$ cat src/rtl/sram_arbiter_if.sv
// SRAM-like request/response bus used by both masters and by the shared slave port.
interface sram_arbiter_if;
   logic        req;
   logic        wr;
   logic [1:0]  size;
   logic [3:0]  wstrb;
   logic [31:0] addr;
   logic [31:0] wdata;
   logic        addr_ok;
   logic        data_ok;
   logic [31:0] rdata;

   modport master (
      output req, wr, size, wstrb, addr, wdata,
      input  addr_ok, data_ok, rdata
   );

   modport slave (
      input  req, wr, size, wstrb, addr, wdata,
      output addr_ok, data_ok, rdata
   );
endinterface

$ cat src/rtl/sram_arbiter.sv
// Two-master SRAM-like bus arbiter; an owner FIFO routes in-order returns to the right master.
// Define SRAM_ARB_RR_EN for round-robin arbitration; default is fixed data-over-inst priority.
module sram_arbiter #(
   parameter int unsigned OUTSTD_DEPTH = 4
) (
   input  logic           clk,
   input  logic           resetn,
   sram_arbiter_if.slave  inst,
   sram_arbiter_if.slave  data,
   sram_arbiter_if.master mem
);
   localparam int unsigned PtrW = $clog2(OUTSTD_DEPTH);
   localparam int unsigned CntW = $clog2(OUTSTD_DEPTH) + 1;
   localparam logic [PtrW-1:0] PtrOne  = PtrW'(1);
   localparam logic [CntW-1:0] CntOne  = CntW'(1);
   localparam logic [CntW-1:0] CntFull = CntW'(OUTSTD_DEPTH);

   typedef enum logic [1:0] {StIdle, StGrantI, StGrantD} state_e;

   state_e                  state_q;
   logic [OUTSTD_DEPTH-1:0] owner_q;
   logic [PtrW-1:0]         wptr_q;
   logic [PtrW-1:0]         rptr_q;
   logic [CntW-1:0]         count_q;
`ifdef SRAM_ARB_RR_EN
   logic                    last_q;
`endif

   logic full;
   logic empty;
   logic pop;
   logic space;
   logic head;
   logic granted;
   logic sel_data;
   logic accept;

   assign full     = (count_q == CntFull);
   assign empty    = (count_q == '0);
   assign pop      = mem.data_ok && !empty;
   // A same-cycle return frees a slot, so it counts as room for a new transaction.
   assign space    = !full || pop;
   assign head     = owner_q[rptr_q];
   assign granted  = (state_q != StIdle);
   assign sel_data = (state_q == StGrantD);

   assign mem.req   = granted && space;
   assign mem.wr    = sel_data ? data.wr    : inst.wr;
   assign mem.size  = sel_data ? data.size  : inst.size;
   assign mem.wstrb = sel_data ? data.wstrb : inst.wstrb;
   assign mem.addr  = sel_data ? data.addr  : inst.addr;
   assign mem.wdata = sel_data ? data.wdata : inst.wdata;
   assign accept    = mem.req && mem.addr_ok;

   assign inst.addr_ok = accept && !sel_data;
   assign data.addr_ok = accept && sel_data;
   assign inst.data_ok = pop && !head;
   assign data.data_ok = pop && head;
   assign inst.rdata   = mem.rdata;
   assign data.rdata   = mem.rdata;

   always_ff @(posedge clk or negedge resetn) begin
      if (!resetn) begin
         state_q <= StIdle;
         owner_q <= '0;
         wptr_q  <= '0;
         rptr_q  <= '0;
         count_q <= '0;
`ifdef SRAM_ARB_RR_EN
         last_q  <= 1'b0;
`endif
      end else begin
         case (state_q)
            StIdle: begin
               if (space) begin
`ifdef SRAM_ARB_RR_EN
                  if (data.req && (!inst.req || !last_q)) state_q <= StGrantD;
`else
                  if (data.req) state_q <= StGrantD;
`endif
                  else if (inst.req) state_q <= StGrantI;
               end
            end
            StGrantI, StGrantD: begin
               if (accept) state_q <= StIdle;
            end
            default: state_q <= StIdle;
         endcase

         if (accept) begin
            owner_q[wptr_q] <= sel_data;
            wptr_q          <= wptr_q + PtrOne;
`ifdef SRAM_ARB_RR_EN
            last_q          <= sel_data;
`endif
         end
         if (pop) rptr_q <= rptr_q + PtrOne;

         if (accept && !pop) count_q <= count_q + CntOne;
         else if (!accept && pop) count_q <= count_q - CntOne;
      end
   end
endmodule

$ cat src/flat_wrapper.sv
// flat-port wrapper written by rule: the top's interface ports become plain ports
module sram_arbiter_flat 
#(
   parameter int unsigned OUTSTD_DEPTH = 4
)
  (clk, resetn, inst_req, inst_wr, inst_size, inst_wstrb, inst_addr, inst_wdata, inst_addr_ok, inst_data_ok, inst_rdata, data_req, data_wr, data_size, data_wstrb, data_addr, data_wdata, data_addr_ok, data_data_ok, data_rdata, mem_req, mem_wr, mem_size, mem_wstrb, mem_addr, mem_wdata, mem_addr_ok, mem_data_ok, mem_rdata);
  sram_arbiter_if inst_i ();
  sram_arbiter_if data_i ();
  sram_arbiter_if mem_i ();
  input  logic clk;
  input  logic resetn;
  input wire logic [$bits(inst_i.req)-1:0] inst_req;
  input wire logic [$bits(inst_i.wr)-1:0] inst_wr;
  input wire logic [$bits(inst_i.size)-1:0] inst_size;
  input wire logic [$bits(inst_i.wstrb)-1:0] inst_wstrb;
  input wire logic [$bits(inst_i.addr)-1:0] inst_addr;
  input wire logic [$bits(inst_i.wdata)-1:0] inst_wdata;
  output wire logic [$bits(inst_i.addr_ok)-1:0] inst_addr_ok;
  output wire logic [$bits(inst_i.data_ok)-1:0] inst_data_ok;
  output wire logic [$bits(inst_i.rdata)-1:0] inst_rdata;
  input wire logic [$bits(data_i.req)-1:0] data_req;
  input wire logic [$bits(data_i.wr)-1:0] data_wr;
  input wire logic [$bits(data_i.size)-1:0] data_size;
  input wire logic [$bits(data_i.wstrb)-1:0] data_wstrb;
  input wire logic [$bits(data_i.addr)-1:0] data_addr;
  input wire logic [$bits(data_i.wdata)-1:0] data_wdata;
  output wire logic [$bits(data_i.addr_ok)-1:0] data_addr_ok;
  output wire logic [$bits(data_i.data_ok)-1:0] data_data_ok;
  output wire logic [$bits(data_i.rdata)-1:0] data_rdata;
  output wire logic [$bits(mem_i.req)-1:0] mem_req;
  output wire logic [$bits(mem_i.wr)-1:0] mem_wr;
  output wire logic [$bits(mem_i.size)-1:0] mem_size;
  output wire logic [$bits(mem_i.wstrb)-1:0] mem_wstrb;
  output wire logic [$bits(mem_i.addr)-1:0] mem_addr;
  output wire logic [$bits(mem_i.wdata)-1:0] mem_wdata;
  input wire logic [$bits(mem_i.addr_ok)-1:0] mem_addr_ok;
  input wire logic [$bits(mem_i.data_ok)-1:0] mem_data_ok;
  input wire logic [$bits(mem_i.rdata)-1:0] mem_rdata;
  assign inst_i.req = inst_req;
  assign inst_i.wr = inst_wr;
  assign inst_i.size = inst_size;
  assign inst_i.wstrb = inst_wstrb;
  assign inst_i.addr = inst_addr;
  assign inst_i.wdata = inst_wdata;
  assign inst_addr_ok = inst_i.addr_ok;
  assign inst_data_ok = inst_i.data_ok;
  assign inst_rdata = inst_i.rdata;
  assign data_i.req = data_req;
  assign data_i.wr = data_wr;
  assign data_i.size = data_size;
  assign data_i.wstrb = data_wstrb;
  assign data_i.addr = data_addr;
  assign data_i.wdata = data_wdata;
  assign data_addr_ok = data_i.addr_ok;
  assign data_data_ok = data_i.data_ok;
  assign data_rdata = data_i.rdata;
  assign mem_req = mem_i.req;
  assign mem_wr = mem_i.wr;
  assign mem_size = mem_i.size;
  assign mem_wstrb = mem_i.wstrb;
  assign mem_addr = mem_i.addr;
  assign mem_wdata = mem_i.wdata;
  assign mem_i.addr_ok = mem_addr_ok;
  assign mem_i.data_ok = mem_data_ok;
  assign mem_i.rdata = mem_rdata;
  sram_arbiter #(.OUTSTD_DEPTH(OUTSTD_DEPTH)) u_core (.clk(clk), .resetn(resetn), .inst(inst_i), .data(data_i), .mem(mem_i));
endmodule
$ cat config.mk
export PLATFORM = sky130hd
export DESIGN_NAME = sram_arbiter_flat
export DESIGN_NICKNAME = d
export VERILOG_FILES = /design/src/rtl/sram_arbiter_if.sv /design/src/rtl/sram_arbiter.sv /design/src/flat_wrapper.sv
export SDC_FILE = /design/constraint.sdc
export NUM_CORES = 1
export LEC_CHECK = 0
export CAP_MARGIN = 20
export CORE_AREA = 2 2 123 125
export DETAILED_ROUTE_END_ITERATION = 7
export DIE_AREA = 0 0 125 127
export PLACE_DENSITY_LB_ADDON = 0.05
export SYNTH_ARGS = -nofsm -noshare
export SYNTH_HDL_FRONTEND = slang
export SYNTH_SLANG_ARGS = --single-unit
$ cat constraint.sdc
create_clock -name clk -period 4.7 [get_ports clk]
set_input_delay 0.705 -clock clk [delete_from_list [all_inputs] [get_ports clk]]
set_output_delay 0.705 -clock clk [all_outputs]
set_load 0.1 [all_outputs]
==> key figures, run 1 <==
Floorplanning
  • Chip height: 127 um
  • Die W: 125 um
  • Initial Util: 0.145
  • Core Rows: 44
  • Core box area: 14,400 um2
  • I/O pins: 320
  • Area of the die: 15,900 um2

Logic synthesis
  • Post-synthesis sequential area ratio: 0.155
  • Syn nets: 401
  • Synth Instances: 213
  • Avg Cell Area, Syn: 9.84 um2
  • #FFs+latches synth: 13
  • Synth Warn #: 0
  • Yosys cell types: 25
  • Syn Std Cell Area: 2100 um2

Setup path
  • Critical Path Slowest Stage Cell: clkdlybuf4s50_1
  • Cell chain of the critical path: clkdlybuf4s50_1 > nor4b_2 > buf_4 > nor3_1 > clkdlybuf4s50_1
  • Crit Path Max Fanout: 9
  • R2r endpoint: u_core.count_q[2]
  • Setup slack, reg-to-reg: 2.42 ns
  • Crit path to: inst_addr_ok
  • CP max stage delay: 1.17 ns
  • R2R depth: 10
  • Critical Path Start Type: input pin
  • Crit path launch: mem_data_ok
  • CP Data Required Time: 3.99 ns
  • Critical path class: in -> out
  • FF-to-FF Start: u_core.state_q[0]
  • CP Data Arrival Time: 2.80 ns
  • Most Frequent Cell on Critical Path: clkdlybuf4s50_1
  • Crit end category: output port

STA
  • Final Hold Viols: 0
  • Slew margin rel.: 0.336
  • Worst Clk Skew: 0.00417 ns
  • Fin crit period: 3.51 ns
  • Final setup violation count: 0
  • Setup TNS: 0 ns
  • F_max: 285 MHz
  • Slew @ Worst Pin: 0.993 ns
  • Ratio of final minimum period to clock period: 0.746
  • Slew Limit Fails: 0
  • Unrepaired setup endpoints after global routing: no

Clocking
  • CTS tree: done
  • TritonCTS Sinks: 13
  • CTS resizes: 0
  • Clock latency on the worst-skew pair: 0.24 ns
  • Hold-fix buffers at CTS: 0
  • Clk buf depth: 2
  • Clk slew on worst S/H paths: 0.04 ns
  • Num CTS Buffers: 3
  • Root Driver: clkbuf_16
  • CTS H-tree lvls: 1
  • Post-CTS Setup Repair Bufs: 0

Power
  • Total design power: 2.76 mW
  • Max IR drop VDD: 0.360 mV
  • Pwr/cell area: 688 nW/um2
  • Leakage: 1.59 nW

Global routing
  • All-Layer GR Usage: 0.118
  • Gr ovfl total: 0
  • First-pass GRT wire length: 14,300 um
  • Initial antenna violation count: 0
  • Vias in the first global route: 2,128
  • Largest net degree at the start of global routing: 44

Cells and area
  • Layout fillers: 1,547
  • Core Util, Final: 0.278
  • N_diodes: 0
  • Final net count: 558
  • Syn-to-layout area delta: 91.3%
  • Commonest non-fill, non-tap cell in the layout: clkdlybuf4s50_1
  • Fraction of layout cells with a size suffix above 1: 0.379
  • Most frequent cells in the layout: clkdlybuf4s50_1, mux2_2, buf_4

Drt
  • Total wire length: 10,100 um
  • DRC errors left: 0
  • Initial DRC Count: 31
  • Total number of vias: 2,056
  • Average wire per standard cell: 18.2 um
  • Final antenna-violating net count: 0
  • DR pass1 iterations: 4
  • Via/cell ratio: 3.72

Placed design
  • Port Buf Inserts: 223
  • GP Congestion: 0.737
  • DP HPWL: 8580 um

Status
  • Status: completed

Hold path
  • HP Class: reg -> reg
  • Hold path depth: 1

Flow run
  • Max_cap viols: 0
==> synth_stat cells (all sizes together) <==
cell	number	area, um2
o21ai	1	5.00
mux4	1	22.5
and3	1	6.26
buf	73	526
nand3	7	35.0
dfrtp	13	325
xor2	3	26.3
fa	1	20.0
o31ai	1	7.51
clkbuf	1	3.75
xnor2	3	26.3
or4	1	7.51
or3b	1	8.76
nor2	6	25.0
nor2b	2	12.5
nand2b	2	12.5
ha	7	87.6
o211ai	4	30.0
or4b	1	10.0
nor4b	1	15.0
inv	6	22.5
mux2	76	856
nor3	1	5.00
==> cell type report <==
class / count / area (um2) / share of cell area
repair buffers: 226 / 2120 / 0.529
multi-input cells: 120 / 1230 / 0.307
flip-flops and latches: 13 / 325 / 0.0811
well taps: 184 / 230 / 0.0574
clock buffers: 4 / 78.8 / 0.0197
inverters: 6 / 22.5 / 0.00562
==> power breakdown <==
group | internal, mW | total [mW] | switching (mW)
logic | 0.675 | 2.38 | 1.70
clock network | 0.114 | 0.160 | 0.0456
registers | 0.170 | 0.222 | 0.0520
total | 0.960 | 2.76 | 1.80
==> state kept, by name (all words and copies together) (netlist names) <==
signal	cells
u_core.rptr_q	2
u_core.count_q	3
u_core.owner_q	4
u_core.wptr_q	2
u_core.state_q	2
==> per-stage QoR <==
stage / hold slack [ns] / setup slack (ns) / std cells / area, um2
finish: 0.482 / 1.19 / 553 / 4010
floorplan: 0.409 / 0.881 / 213 / 2100
global placement: 0.476 / 1.21 / 549 / 3930
detailed placement: 0.485 / 1.19 / 549 / 3930
global route: 0.495 / 1.08 / 553 / 4010
CTS: 0.491 / 1.18 / 553 / 4010
==> per-layer routing <==
layer | track usage | routed length (um) | vias to the layer above | share of wire
met5 | 0 | 0 | - | 0
met2 | 0.210 | 5200 | 137 | 0.52
li1 | - | - | 989 | -
met1 | 0.138 | 3820 | 923 | 0.38
met4 | 0.0275 | 116 | 0 | 0.012
met3 | 0.0381 | 922 | 7 | 0.092
==> critical path, delay by kind of cell <==
kind | cells | cell delay [ns]
simple gates | 2 | 0.24
buf+inv | 3 | 1.85
==> logic make-up (layout without fill, tap and decap cells) <==
group	Yosys count	after routing	share of synthesized area
muxes	77	77	0.419
and+or+nand+nor	23	23	0.0657
DFF	13	13	0.155
adders and majority gates	8	8	0.0513
buffers and inverters	80	236	0.263
xor gates and xnor gates	6	6	0.0251
AOI/OAI and AO/OA	6	6	0.0203
==> worst min path at each step <==
| stage | start | endpoint | slack (ns) |
|---|---|---|---|
| after floorplan | resetn | u_core.count_q[0] | 0.41 |
| after global placement | u_core.rptr_q[1] | u_core.rptr_q[1] | 0.48 |
| after detailed placement | u_core.rptr_q[1] | u_core.rptr_q[1] | 0.49 |
| after CTS | u_core.rptr_q[1] | u_core.rptr_q[1] | 0.49 |
| after global routing | u_core.rptr_q[1] | u_core.rptr_q[1] | 0.50 |
| final | u_core.rptr_q[1] | u_core.rptr_q[1] | 0.48 |
No activity file was read; power rests on OpenSTA's default activity.
==> inputs of run 2 (changes only) <==
==> constraint.sdc (replaced) <==
create_clock -name clk -period 3 [get_ports clk]
set_input_delay 0.45 -clock clk [delete_from_list [all_inputs] [get_ports clk]]
set_output_delay 0.45 -clock clk [all_outputs]
set_load 0.1 [all_outputs]
==> run 2 against run 1 <==
Effect of this change:
- clock-buffer cell count unchanged
- sequential share of layout area decreased by 1.5 points
- global-route usage about the same
- sequential cell count unchanged
- combinational power increased by 91%
- critical path type is now reg -> out
- critical endpoint is now mem_addr[10]
- largest cell class unchanged
==> key figures, run 2 (same netlist as run 1, synthesis figures left out) <==
Clocking
  • CTS tree: done
  • Hold-fix buffers at CTS: 0
  • Clock latency on the worst-skew pair: 0.24 ns
  • Clk buf depth: 2
  • Num CTS Buffers: 3
  • Post-CTS Setup Repair Bufs: 0
  • CTS resizes: 0
  • Root Driver: clkbuf_16
  • CTS H-tree lvls: 1
  • Clk slew on worst S/H paths: 0.04 ns
  • TritonCTS Sinks: 13

Setup path
  • CP Data Arrival Time: 2.07 ns
  • Cell chain of the critical path: inv_1 > ha_4 > buf_4 > mux2_2 > buf_12
  • Critical Path Slowest Stage Cell: ha_4
  • Critical Path Start Type: register
  • Crit end category: output port
  • Top cell family by delay on the critical path: buffers and inverters
  • CP Buf/Inv Count: 3
  • CP Data Required Time: 2.55 ns
  • CP max stage delay: 0.42 ns
  • Critical path class: reg -> out
  • Crit Path Max Fanout: 27

STA
  • Final Hold Viols: 0
  • Slew @ Worst Pin: 0.663 ns
  • Slew Limit Fails: 0
  • F_max: 396 MHz
  • Fin crit period: 2.52 ns
  • Ratio of final minimum period to clock period: 0.841
  • Setup TNS: 0 ns
  • Worst Clk Skew: 0.00465 ns
  • Slew margin rel.: 0.554
  • Final setup violation count: 0
  • Unrepaired setup endpoints after global routing: no

Status
  • Status: completed

Floorplanning
  • Initial Util: 0.145
  • Core Rows: 44
  • Die W: 125 um
  • Chip height: 127 um
  • I/O pins: 320
  • Core box area: 14,400 um2
  • Area of the die: 15,900 um2

Power
  • Switching share of power: 0.575
  • Clock share of power: 0.048
  • Leakage: 1.96 nW
  • Switching power: 2.96 mW
  • Pwr/cell area: 1050 nW/um2
  • Total design power: 5.15 mW
  • Max IR drop VDD: 0.751 mV
  • P_int: 2.19 mW
  • Flop pwr share: 0.068
  • Comb power frac: 0.884

Placed design
  • DP HPWL: 8770 um
  • GP Congestion: 0.732
  • Port Buf Inserts: 223

Cells and area
  • Most frequent cells in the layout: clkdlybuf4s50_1, mux2_2, buf_12
  • N_diodes: 0
  • Commonest non-fill, non-tap cell in the layout: clkdlybuf4s50_1
  • Layout fillers: 1,452
  • Sequential cell area: 325 um2
  • Multi-input gate area in the final layout: 1240 um2
  • Max reg flops: 4
  • Syn-to-layout area delta: 135%
  • Fraction of layout cells with a size suffix above 1: 0.446
  • Top Registers: u_core.owner_q x4, u_core.count_q x3
  • Biggest register: u_core.owner_q
  • Final net count: 559

Hold path
  • HP Class: reg -> reg

Drt
  • Via/cell ratio: 3.76
  • DR pass1 iterations: 4
  • Total wire length: 10,000 um
  • Initial DRC Count: 25
  • Total number of vias: 2,084
  • DRC errors left: 0
  • Average wire per standard cell: 18.1 um
  • Final antenna-violating net count: 0

Global routing
  • First-pass GRT wire length: 14,500 um
  • Initial antenna violation count: 0
  • Gr ovfl total: 0
  • Vias in the first global route: 2,210
  • Largest net degree at the start of global routing: 29
  • All-Layer GR Usage: 0.118

Flow run
  • Max_cap viols: 0
[run 2: worst register-to-register path, delay by kind of cell (launching register included)]
kind | cells | cell delay (ns)
flip-flops | 1 | 0.37
buffers and inverters | 2 | 0.16
adder cells (fa/ha/maj) | 3 | 0.85
AND/OR/NAND/NOR | 3 | 0.55
XOR/XNOR | 2 | 0.30
[run 2: power groups by stage]
stage | sequential, mW | clock, mW | combinational, mW
2_1_floorplan | 0.329 | 0 | 3.31
6_report | 0.350 | 0.248 | 4.55
5_1_grt | 0.366 | 0.265 | 4.71
3_5_place_dp | 0.354 | 0 | 4.59
3_3_place_gp | 0.353 | 0 | 4.60
4_1_cts | 0.352 | 0.257 | 4.61
[run 2: metrics by stage]
step | area [um2] | setup slack (ns) | hold slack [ns] | utilization | instances
finish | 4920 | 0.476 | 0.479 | 0.341 | 554
global route | 4920 | 0.363 | 0.499 | 0.341 | 554
CTS | 4920 | 0.437 | 0.484 | 0.341 | 554
detailed placement | 4840 | 0.579 | 0.476 | 0.335 | 550
global placement | 4840 | 0.622 | 0.479 | 0.335 | 550
floorplan | 2100 | 0.285 | 0.154 | - | 213
[run 2: worst paths after layout]
kind                                    from                 to  slack [ns]  cells after the start
max reg2reg                u_core.state_q[0]  u_core.count_q[2]        0.71                     10
max                        u_core.state_q[0]       mem_addr[10]        0.48                      5
min in group asynchronous             resetn   u_core.rptr_q[1]        0.58                      1
min                         u_core.rptr_q[1]   u_core.rptr_q[1]        0.48                      1
min reg2reg                 u_core.rptr_q[1]   u_core.rptr_q[1]        0.48                      1
max in group asynchronous             resetn  u_core.count_q[0]        2.03                      1
[run 2: cell type report]
class | count | area share
Timing Repair Buffer | 227 | 0.615
Multi-Input combinational cell | 120 | 0.251
Sequential cell | 13 | 0.0662
Tap cell | 184 | 0.0468
Clock buffer | 4 | 0.0160
Inverter | 6 | 0.00458
[run 2: routing by layer]
| metal | vias to the layer above | share of wire | global-route usage |
|---|---|---|---|
| met5 | - | 0 | 0 |
| met4 | 0 | 0.0046 | 0.0183 |
| met3 | 8 | 0.080 | 0.0318 |
| met2 | 134 | 0.55 | 0.224 |
| met1 | 956 | 0.37 | 0.135 |
| li1 | 986 | - | - |
==> inputs of run 3 (changes only) <==
--- a/config.mk
+++ b/config.mk
@@ -6,9 +6,9 @@
 export NUM_CORES = 1
 export LEC_CHECK = 0
 export CAP_MARGIN = 20
-export CORE_AREA = 2 2 123 125
+export CORE_AREA = 2 2 125 127
 export DETAILED_ROUTE_END_ITERATION = 7
-export DIE_AREA = 0 0 125 127
+export DIE_AREA = 0 0 127 129
 export PLACE_DENSITY_LB_ADDON = 0.05
 export SYNTH_ARGS = -nofsm -noshare
 export SYNTH_HDL_FRONTEND = slang
==> constraint.sdc (replaced) <==
create_clock -name clk -period 2.52 [get_ports clk]
set_input_delay 0.378 -clock clk [delete_from_list [all_inputs] [get_ports clk]]
set_output_delay 0.378 -clock clk [all_outputs]
set_load 0.1 [all_outputs]
==> run 3 against run 2 <==
Effect of this change:
- sequential power up 20%
- combinational power grew 23%
- final cell count is 1.8% higher
- via count up 1.5%
- sequential share of layout area fell by 0.12 points
- clock skew decreased by 0.0027 ns
- routed wire length is 9.7% higher
- final area is 1.8% higher
- hold slack gained 0.011 ns
- highest routed layer unchanged
==> key figures, run 3 (same netlist as run 1, synthesis figures left out) <==
Status
  • Status: completed

Setup path
  • Critical Path Slowest Stage Cell: mux2_2
  • CP max stage delay: 0.40 ns
  • Crit end category: output port
  • Critical path class: reg -> out
  • Critical Path Start Type: register
  • FF-to-FF Start: u_core.state_q[1]
  • Crit Path Max Fanout: 24
  • R2R depth: 10
  • Setup slack, reg-to-reg: 0.32 ns
  • CP Data Required Time: 2.14 ns
  • Cell chain of the critical path: inv_1 > ha_4 > buf_12 > mux2_2 > buf_12
  • CP Data Arrival Time: 1.94 ns
  • Most Frequent Cell on Critical Path: buf_12
  • R2r endpoint: u_core.count_q[2]

Cells and area
  • Top Registers: u_core.owner_q x4, u_core.count_q x3
  • Biggest register: u_core.owner_q
  • Non-Filler Instances: 564
  • Syn-to-layout area delta: 139%
  • Most frequent cells in the layout: clkdlybuf4s50_1, buf_12, mux2_2
  • N_diodes: 0
  • Final net count: 565
  • Layout fillers: 1,473
  • Fraction of layout cells with a size suffix above 1: 0.460
  • Max reg flops: 4
  • Final std cell area, no fill: 5000 um2
  • Core Util, Final: 0.334
  • Commonest non-fill, non-tap cell in the layout: clkdlybuf4s50_1

Global routing
  • Most used routing layer: met2
  • All-Layer GR Usage: 0.122
  • GR Util met3: 0.0470
  • Initial antenna violation count: 0
  • Vias in the first global route: 2,246
  • Gr ovfl total: 0
  • M1 GR Usage: 0.141
  • GRT met2 Usage: 0.221
  • First-pass GRT wire length: 14,800 um
  • Largest net degree at the start of global routing: 25

Drt
  • Average wire per standard cell: 19.5 um
  • Final antenna-violating net count: 0
  • Total number of vias: 2,115
  • DR pass1 iterations: 4
  • DRC errors left: 0
  • Via/cell ratio: 3.75
  • Initial DRC Count: 30
  • Total wire length: 11,000 um

Placed design
  • Port Buf Inserts: 223
  • Placed instance area: 4920 um2
  • GP Congestion: 0.698
  • DP HPWL: 9650 um
  • Inst Count DP: 560

Clocking
  • Hold-fix buffers at CTS: 0
  • Clk slew on worst S/H paths: 0.04 ns
  • Post-CTS Setup Repair Bufs: 0
  • CTS tree: done
  • Clk buf depth: 2
  • Num CTS Buffers: 3
  • CTS H-tree lvls: 1
  • Clock latency on the worst-skew pair: 0.24 ns
  • TritonCTS Sinks: 13
  • CTS resizes: 0
  • Root Driver: clkbuf_16

STA
  • Slew margin rel.: 0.570
  • Worst Clk Skew: 0.00191 ns
  • Slew @ Worst Pin: 0.644 ns
  • Setup TNS: 0 ns
  • F_max: 431 MHz
  • Hold slack: 0.490 ns
  • Slew Limit Fails: 0
  • Unrepaired setup endpoints after global routing: no
  • Ratio of final minimum period to clock period: 0.921
  • Final Hold Viols: 0
  • Fin crit period: 2.32 ns
  • Final setup violation count: 0

Floorplanning
  • Initial Util: 0.140
  • Core Rows: 45
  • I/O pins: 320
  • Core box area: 15,000 um2
  • Die W: 127 um
  • Chip height: 129 um
  • Area of the die: 16,400 um2

Hold path
  • HP Class: reg -> reg
  • Worst Hold End: u_core.rptr_q[1]
  • Hold path depth: 1
  • Hold path startpoint: u_core.rptr_q[1]

Power
  • Max IR drop VDD: 0.838 mV
  • Pwr/cell area: 1260 nW/um2
  • Leakage: 2.00 nW

Flow run
  • Max_cap viols: 0
run 3: cell count changes in the layout (fill, tap and decap cells not counted), sizes merged:
cell	before	now
buf	80	86
run 3: worst max-delay path, delay by kind of cell (launching register included):
kind | cells | cell delay, ns
adder cells (fa/ha/maj) | 1 | 0.35
buffers and inverters | 3 | 0.53
flip-flops | 1 | 0.38
multiplexers | 1 | 0.40
run 3: report_power, final:
part | internal (mW) | switching, mW | leakage [nW]
Sequential | 0.317 | 0.102 | 0.161
Clock | 0.213 | 0.0838 | 0.0382
Combinational | 2.17 | 3.41 | 1.80
Total | 2.70 | 3.60 | 2.00
run 3: worst max path at each step:
stage | start | endpoint | slack [ns]
6_report | u_core.state_q[0] | mem_wdata[7] | 0.20
5_1_grt | u_core.state_q[0] | mem_wdata[7] | 0.12
4_1_cts | u_core.count_q[0] | u_core.count_q[2] | 0.15
3_5_place_dp | mem_data_ok | u_core.count_q[1] | 0.13
3_3_place_gp | mem_data_ok | u_core.count_q[1] | 0.18
2_1_floorplan | u_core.rptr_q[0] | data_data_ok | 0.03
run 3: layout make-up:
| type | instances | area (um2) | share of cell area |
|---|---|---|---|
| Tap cell | 188 | 235 | 0.0470 |
| Sequential cell | 13 | 325 | 0.0650 |
| Multi-Input combinational cell | 120 | 1250 | 0.250 |
| Timing Repair Buffer | 233 | 3090 | 0.618 |
| Inverter | 6 | 22.5 | 0.00450 |
| Clock buffer | 4 | 78.8 | 0.0157 |
run 3: layer usage:
metal	vias to the layer above	routed length [um]	part of all wire
li1	999	-	-
met1	968	4010	0.37
met2	141	5640	0.51
met3	7	1270	0.12
met4	0	53	0.0048
met5	-	0	0
run 3: metrics by stage:
step,setup WS [ns],total power [mW]
3_5_place_dp,0.130,6.05
6_report,0.199,6.30
2_1_floorplan,0.0345,4.35
3_3_place_gp,0.182,6.05
4_1_cts,0.149,6.38
5_1_grt,0.120,6.54
